===== src/rtl/mem_arbiter.sv =====
// Two-requester memory arbiter: IFU and LSU share one memory port.
// One outstanding transaction, fair tie-break on the last grant.
module mem_arbiter #(
  parameter int ADDR_WIDTH = 32,
  parameter int DATA_WIDTH = 32
) (
  input  logic                  clk,
  input  logic                  rst,
  input  logic                  ifu_req_valid_i,
  output logic                  ifu_req_ready_o,
  input  logic [ADDR_WIDTH-1:0] ifu_addr_i,
  output logic                  ifu_resp_valid_o,
  output logic [DATA_WIDTH-1:0] ifu_rdata_o,
  input  logic                  ifu_resp_ready_i,
  input  logic                  lsu_req_valid_i,
  output logic                  lsu_req_ready_o,
  input  logic [ADDR_WIDTH-1:0] lsu_addr_i,
  input  logic                  lsu_wen_i,
  input  logic [DATA_WIDTH-1:0] lsu_wdata_i,
  input  logic [7:0]            lsu_wmask_i,
  output logic                  lsu_resp_valid_o,
  output logic [DATA_WIDTH-1:0] lsu_rdata_o,
  input  logic                  lsu_resp_ready_i,
  output logic                  mem_req_valid_o,
  input  logic                  mem_req_ready_i,
  output logic [ADDR_WIDTH-1:0] mem_addr_o,
  output logic                  mem_wen_o,
  output logic [DATA_WIDTH-1:0] mem_wdata_o,
  output logic [7:0]            mem_wmask_o,
  input  logic                  mem_resp_valid_i,
  input  logic [DATA_WIDTH-1:0] mem_rdata_i,
  output logic                  mem_resp_ready_o,
  output logic [1:0]            grant_o
);

  typedef enum logic [1:0] {
    IDLE  = 2'd0,
    ISSUE = 2'd1,
    RESP  = 2'd2
  } state_t;

  state_t state;
  state_t state_nx;

  // owner/last: 1 = LSU, 0 = IFU
  logic owner;
  logic owner_nx;
  logic last;
  logic last_nx;

  logic                  accept;
  logic                  pick_lsu;
  logic                  resp_rdy;

  logic [ADDR_WIDTH-1:0] addr_q;
  logic                  wen_q;
  logic [DATA_WIDTH-1:0] wdata_q;
  logic [7:0]            wmask_q;

  // tie goes to whichever requester was not granted last
  assign pick_lsu = lsu_req_valid_i &&
                    (!ifu_req_valid_i || !last);

  // state, owner and fairness register
  always_ff @(posedge clk) begin
    if (!rst) begin
      state <= IDLE;
      owner <= 1'b0;
      last  <= 1'b0;
    end else begin
      state <= state_nx;
      owner <= owner_nx;
      last  <= last_nx;
    end
  end

  // next state and all handshake outputs
  always_comb begin
    state_nx         = state;
    owner_nx         = owner;
    last_nx          = last;
    accept           = 1'b0;
    resp_rdy         = 1'b0;
    ifu_req_ready_o  = 1'b0;
    lsu_req_ready_o  = 1'b0;
    ifu_resp_valid_o = 1'b0;
    ifu_rdata_o      = '0;
    lsu_resp_valid_o = 1'b0;
    lsu_rdata_o      = '0;
    mem_req_valid_o  = 1'b0;
    mem_resp_ready_o = 1'b0;
    grant_o          = 2'b00;
    if (rst) begin
      unique case (state)
        IDLE: begin
          ifu_req_ready_o = ifu_req_valid_i && !pick_lsu;
          lsu_req_ready_o = pick_lsu;
          if (ifu_req_valid_i || lsu_req_valid_i) begin
            accept   = 1'b1;
            state_nx = ISSUE;
            owner_nx = pick_lsu;
            last_nx  = pick_lsu;
          end
        end
        ISSUE: begin
          mem_req_valid_o = 1'b1;
          grant_o         = owner ? 2'b10 : 2'b01;
          if (mem_req_ready_i) begin
            state_nx = RESP;
          end
        end
        RESP: begin
          grant_o = owner ? 2'b10 : 2'b01;
          if (owner) begin
            resp_rdy         = lsu_resp_ready_i;
            lsu_resp_valid_o = mem_resp_valid_i;
            if (mem_resp_valid_i) begin
              lsu_rdata_o = mem_rdata_i;
            end
          end else begin
            resp_rdy         = ifu_resp_ready_i;
            ifu_resp_valid_o = mem_resp_valid_i;
            if (mem_resp_valid_i) begin
              ifu_rdata_o = mem_rdata_i;
            end
          end
          mem_resp_ready_o = resp_rdy;
          if (mem_resp_valid_i && resp_rdy) begin
            state_nx = IDLE;
          end
        end
        default: begin
          state_nx = IDLE;
        end
      endcase
    end
  end

  // capture the winner's request; IFU is always a word read
  always_ff @(posedge clk) begin
    if (!rst) begin
      addr_q  <= '0;
      wen_q   <= 1'b0;
      wdata_q <= '0;
      wmask_q <= '0;
    end else if (accept) begin
      if (pick_lsu) begin
        addr_q  <= lsu_addr_i;
        wen_q   <= lsu_wen_i;
        wdata_q <= lsu_wdata_i;
        wmask_q <= lsu_wmask_i;
      end else begin
        addr_q  <= ifu_addr_i;
        wen_q   <= 1'b0;
        wdata_q <= '0;
        wmask_q <= 8'b0000_1111;
      end
    end
  end

  assign mem_addr_o  = addr_q;
  assign mem_wen_o   = wen_q;
  assign mem_wdata_o = wdata_q;
  assign mem_wmask_o = wmask_q;

endmodule


===== config.mk =====
export PLATFORM = sky130hd
export DESIGN_NAME = mem_arbiter
export DESIGN_NICKNAME = d
export VERILOG_FILES = /design/src/rtl/mem_arbiter.sv
export SDC_FILE = /design/constraint.sdc
export NUM_CORES = 1
export LEC_CHECK = 0
export CORE_MARGIN = 8
export CORE_UTILIZATION = 34
export DETAILED_ROUTE_END_ITERATION = 7
export GPL_ROUTABILITY_DRIVEN = 0
export GPL_TIMING_DRIVEN = 0
export HOLD_SLACK_MARGIN = 0.05
export PLACE_DENSITY = 0.87
export SLEW_MARGIN = 20
export SYNTH_ARGS = -nofsm -noshare
export SYNTH_HDL_FRONTEND = slang
export SYNTH_SLANG_ARGS = --single-unit

===== constraint.sdc =====
create_clock -name clk -period 2.4 [get_ports clk]
set_input_delay 0.6 -clock clk [delete_from_list [all_inputs] [get_ports clk]]
set_output_delay 0.6 -clock clk [all_outputs]
set_load 0.005 [all_outputs]

==> metrics.yaml <==
drtIter0Drc: 173
dieArea_mm2: 0.0146
drtAntennaViolNets: 0
crit_fanout: 7
n_antenna_cell: 0
cts_hold_buf: 0
synth_largest_area_cell: "dfxtp_1"
detailed_place_hpwl_um: 13200
drv_cap: 0
die_y_um: 121
cpMostUsedCell: "buf_6"
antenna_found_initial: 0
p_clk_share_pct: 21.8
final_cell_mix: "clkdlybuf4s50_1 (214), dfxtp_1 (73), buf_6 (42)"
rows: 38
finalInstanceArea_mm2: 0.00741
final_common_cell: "clkdlybuf4s50_1"
required_ns: 1.80
synth-seq-cells: 76
rsz0062_at_grt: "yes"
netSwitchingFraction_pct: 32.1
outcome: "finished, final reports clean"
fin_skew_ns: 0.00714
p_sw_mw: 1.60
clkSinkCount: 76
min_path_type: "flop to flop"
min_period_ns: 2.40
vias: 4049
overflow: 0
combPwrFrac_pct: 44.1
grt_pass1_wl_um: 25400
grt_use_total_pct: 22.3
ctsLongestPathBuffers: 2
io-pin-count: 290
clock_latency_ns: 0.35
p_int_mw: 3.37
finalCritPeriodShare_pct: 99.8
maxSlewHeadroom_pct: 75.9
sequentialPowerShare_pct: 34.1
critPathCaptureType: "output pin"
multiInputGateArea_mm2: 0.00213
place_area_mm2: 0.00682
crit_arrival_ns: 1.80
final_core_util_pct: 68.7
synthArstFlopShare_pct: 0
power_density_mw_per_mm2: 670
max_slew.worst_pin.slew_ns: 0.361
drv_slew: 0
cp_cell_sequence: "clkinv_4 -> ha_4 -> nand2_4 -> nor3b_4 -> buf_6 -> buf_6 -> buf_8 -> and2_4 -> buf_6"
initial_utilization_pct: 34.7
grt_pass1_vias: 4533
yosys.cell_types.count: 29
whs_ns: 0.465
hold_viol: 0
yosys_warnings: 0
routedWlPerCell_um: 20.3
drive_gt1_share_pct: 28.1
cts_tree: "built"
synth_fp_nets: 507
num-nets-final: 829
routed_wl_um: 16700
startpoint_type: "flop"
worst_path_max_delay_cell: "dfxtp_4"
vias_per_cell: 4.92
clock.fmax_ghz: 0.417
syn_area_per_cell_um2: 10.5
p_leak_nw: 3.05
drc: 0
io_buffer_count: 289
clk_pin_slew_ns: 0.08
synth.area.top_cells: "dfxtp_1 (41%), and2_1 (11%), mux2i_1 (9.1%), a32oi_1 (8.6%), o2bb2ai_2 (8.4%)"
dr.pass1.iters: 4
syn_inst: 356
synth_ff_type: "dfxtp_1"
die_w_um: 121
max_stage_delay_ns: 0.36
cts_root_buf: "clkbuf_8"
cts_buffers: 9
synth_top_area_share_pct: 40.6
ys_seq_area_share_pct: 40.6
synth_area_mm2: 0.00375
grt_max_degree: 13
finalSetupViolations: 0
fp.coreArea_mm2: 0.0108
htreeDepth: 3
area_delta_synth_final_pct: 97.6
fillers: 799
ir_drop_uv: 316
synth-edff-count: 0
critPathKind: "flop to output pin"
regArea_mm2: 0.00153
-- power groups by stage --
stage | sequential (mW) | combinational (mW) | clock, mW
CTS | 1.69 | 2.16 | 1.11
global placement | 1.68 | 1.95 | 0
floorplan | 1.70 | 0.924 | 0
global route | 1.72 | 2.36 | 1.17
finish | 1.69 | 2.19 | 1.08
detailed placement | 1.70 | 2.00 | 0
-- metrics by stage --
step | setup WS [ns] | instances | TNS [ns] | power, mW
floorplan | 0.433 | 356 | 0 | 2.62
global placement | -0.951 | 785 | -59.26 | 3.63
detailed placement | -0.984 | 785 | -60.70 | 3.70
CTS | -0.118 | 828 | -1.71 | 4.97
global route | -0.0687 | 823 | -0.695 | 5.25
finish | 0.00467 | 823 | 0 | 4.97
-- metal layers --
layer	GRT usage [%]	wire [um]	up-vias	part of all wire (%)
met2	41.6	8820	207	53
met4	9.84	498	0	3.0
li1	-	-	1932	-
met5	0	0	-	0
met1	20.7	5740	1882	34
met3	9.40	1670	28	10
-- cell type report --
cell class	count	share of cell area [%]
Clock buffer	12	1.96
Sequential cell	76	20.7
Tap cell	140	2.36
Buffer	33	3.70
Clock inverter	4	0.979
Timing Repair Buffer	313	41.3
Inverter	4	0.304
Multi-Input combinational cell	241	28.7
-- state kept, by name, indices dropped and copies added, names as in the netlist --
| name | cells |
|---|---|
| mem_wdata_o | 32 |
| state | 2 |
| last | 1 |
| mem_addr_o | 32 |
| mem_wmask_o | 8 |
| mem_wen_o | 1 |
-- final timing paths --
check / startpoint / endpoint / slack, ns / cells after the start
worst min-delay path: mem_addr_o[27]$_SDFFE_PN0P_ / mem_addr_o[27]$_SDFFE_PN0P_ / 0.46 / 1
worst max register to register: state[0]$_SDFFE_PN0P_ / mem_addr_o[17]$_SDFFE_PN0P_ / 0.65 / 9
worst max-delay path: state[0]$_SDFFE_PN0P_ / ifu_rdata_o[4] / 0.005 / 9
worst min register to register: mem_addr_o[27]$_SDFFE_PN0P_ / mem_addr_o[27]$_SDFFE_PN0P_ / 0.46 / 1
-- cell families after synthesis --
family | Yosys count | synth area share [%]
flops | 76 | 40.6
compound gates | 79 | 22.1
buf+inv | 39 | 6.04
mux | 35 | 9.38
fa+ha+maj | 6 | 2.00
simple gates | 121 | 19.9
-- worst max-delay path, delay by kind of cell (launching register included) --
kind / cells / cell delay (ns)
flops: 1 / 0.36
fa+ha+maj: 1 / 0.15
buf+inv: 5 / 0.54
simple gates: 3 / 0.40
-- synth_stat cells (4+ instances only) --
library cell	instances
dfxtp_1	76
and2_1	67
a32oi_1	37
nor2b_1	37
mux2i_1	34
o2bb2ai_2	21
buf_2	13
clkbuf_1	11
o2bb2ai_1	11
nand2_1	7
buf_6	6
ha_1	6
buf_4	5
inv_1	4
o221a_2	4
-- what timing repair did --
item,in CTS,in global routing
endpoints found under the setup margin,72,61
gates resized for setup,312,65
gates cloned,6,0
buffers inserted,22,3
pin swaps,8,11
Note: power is estimated with default switching activity, not from simulation.
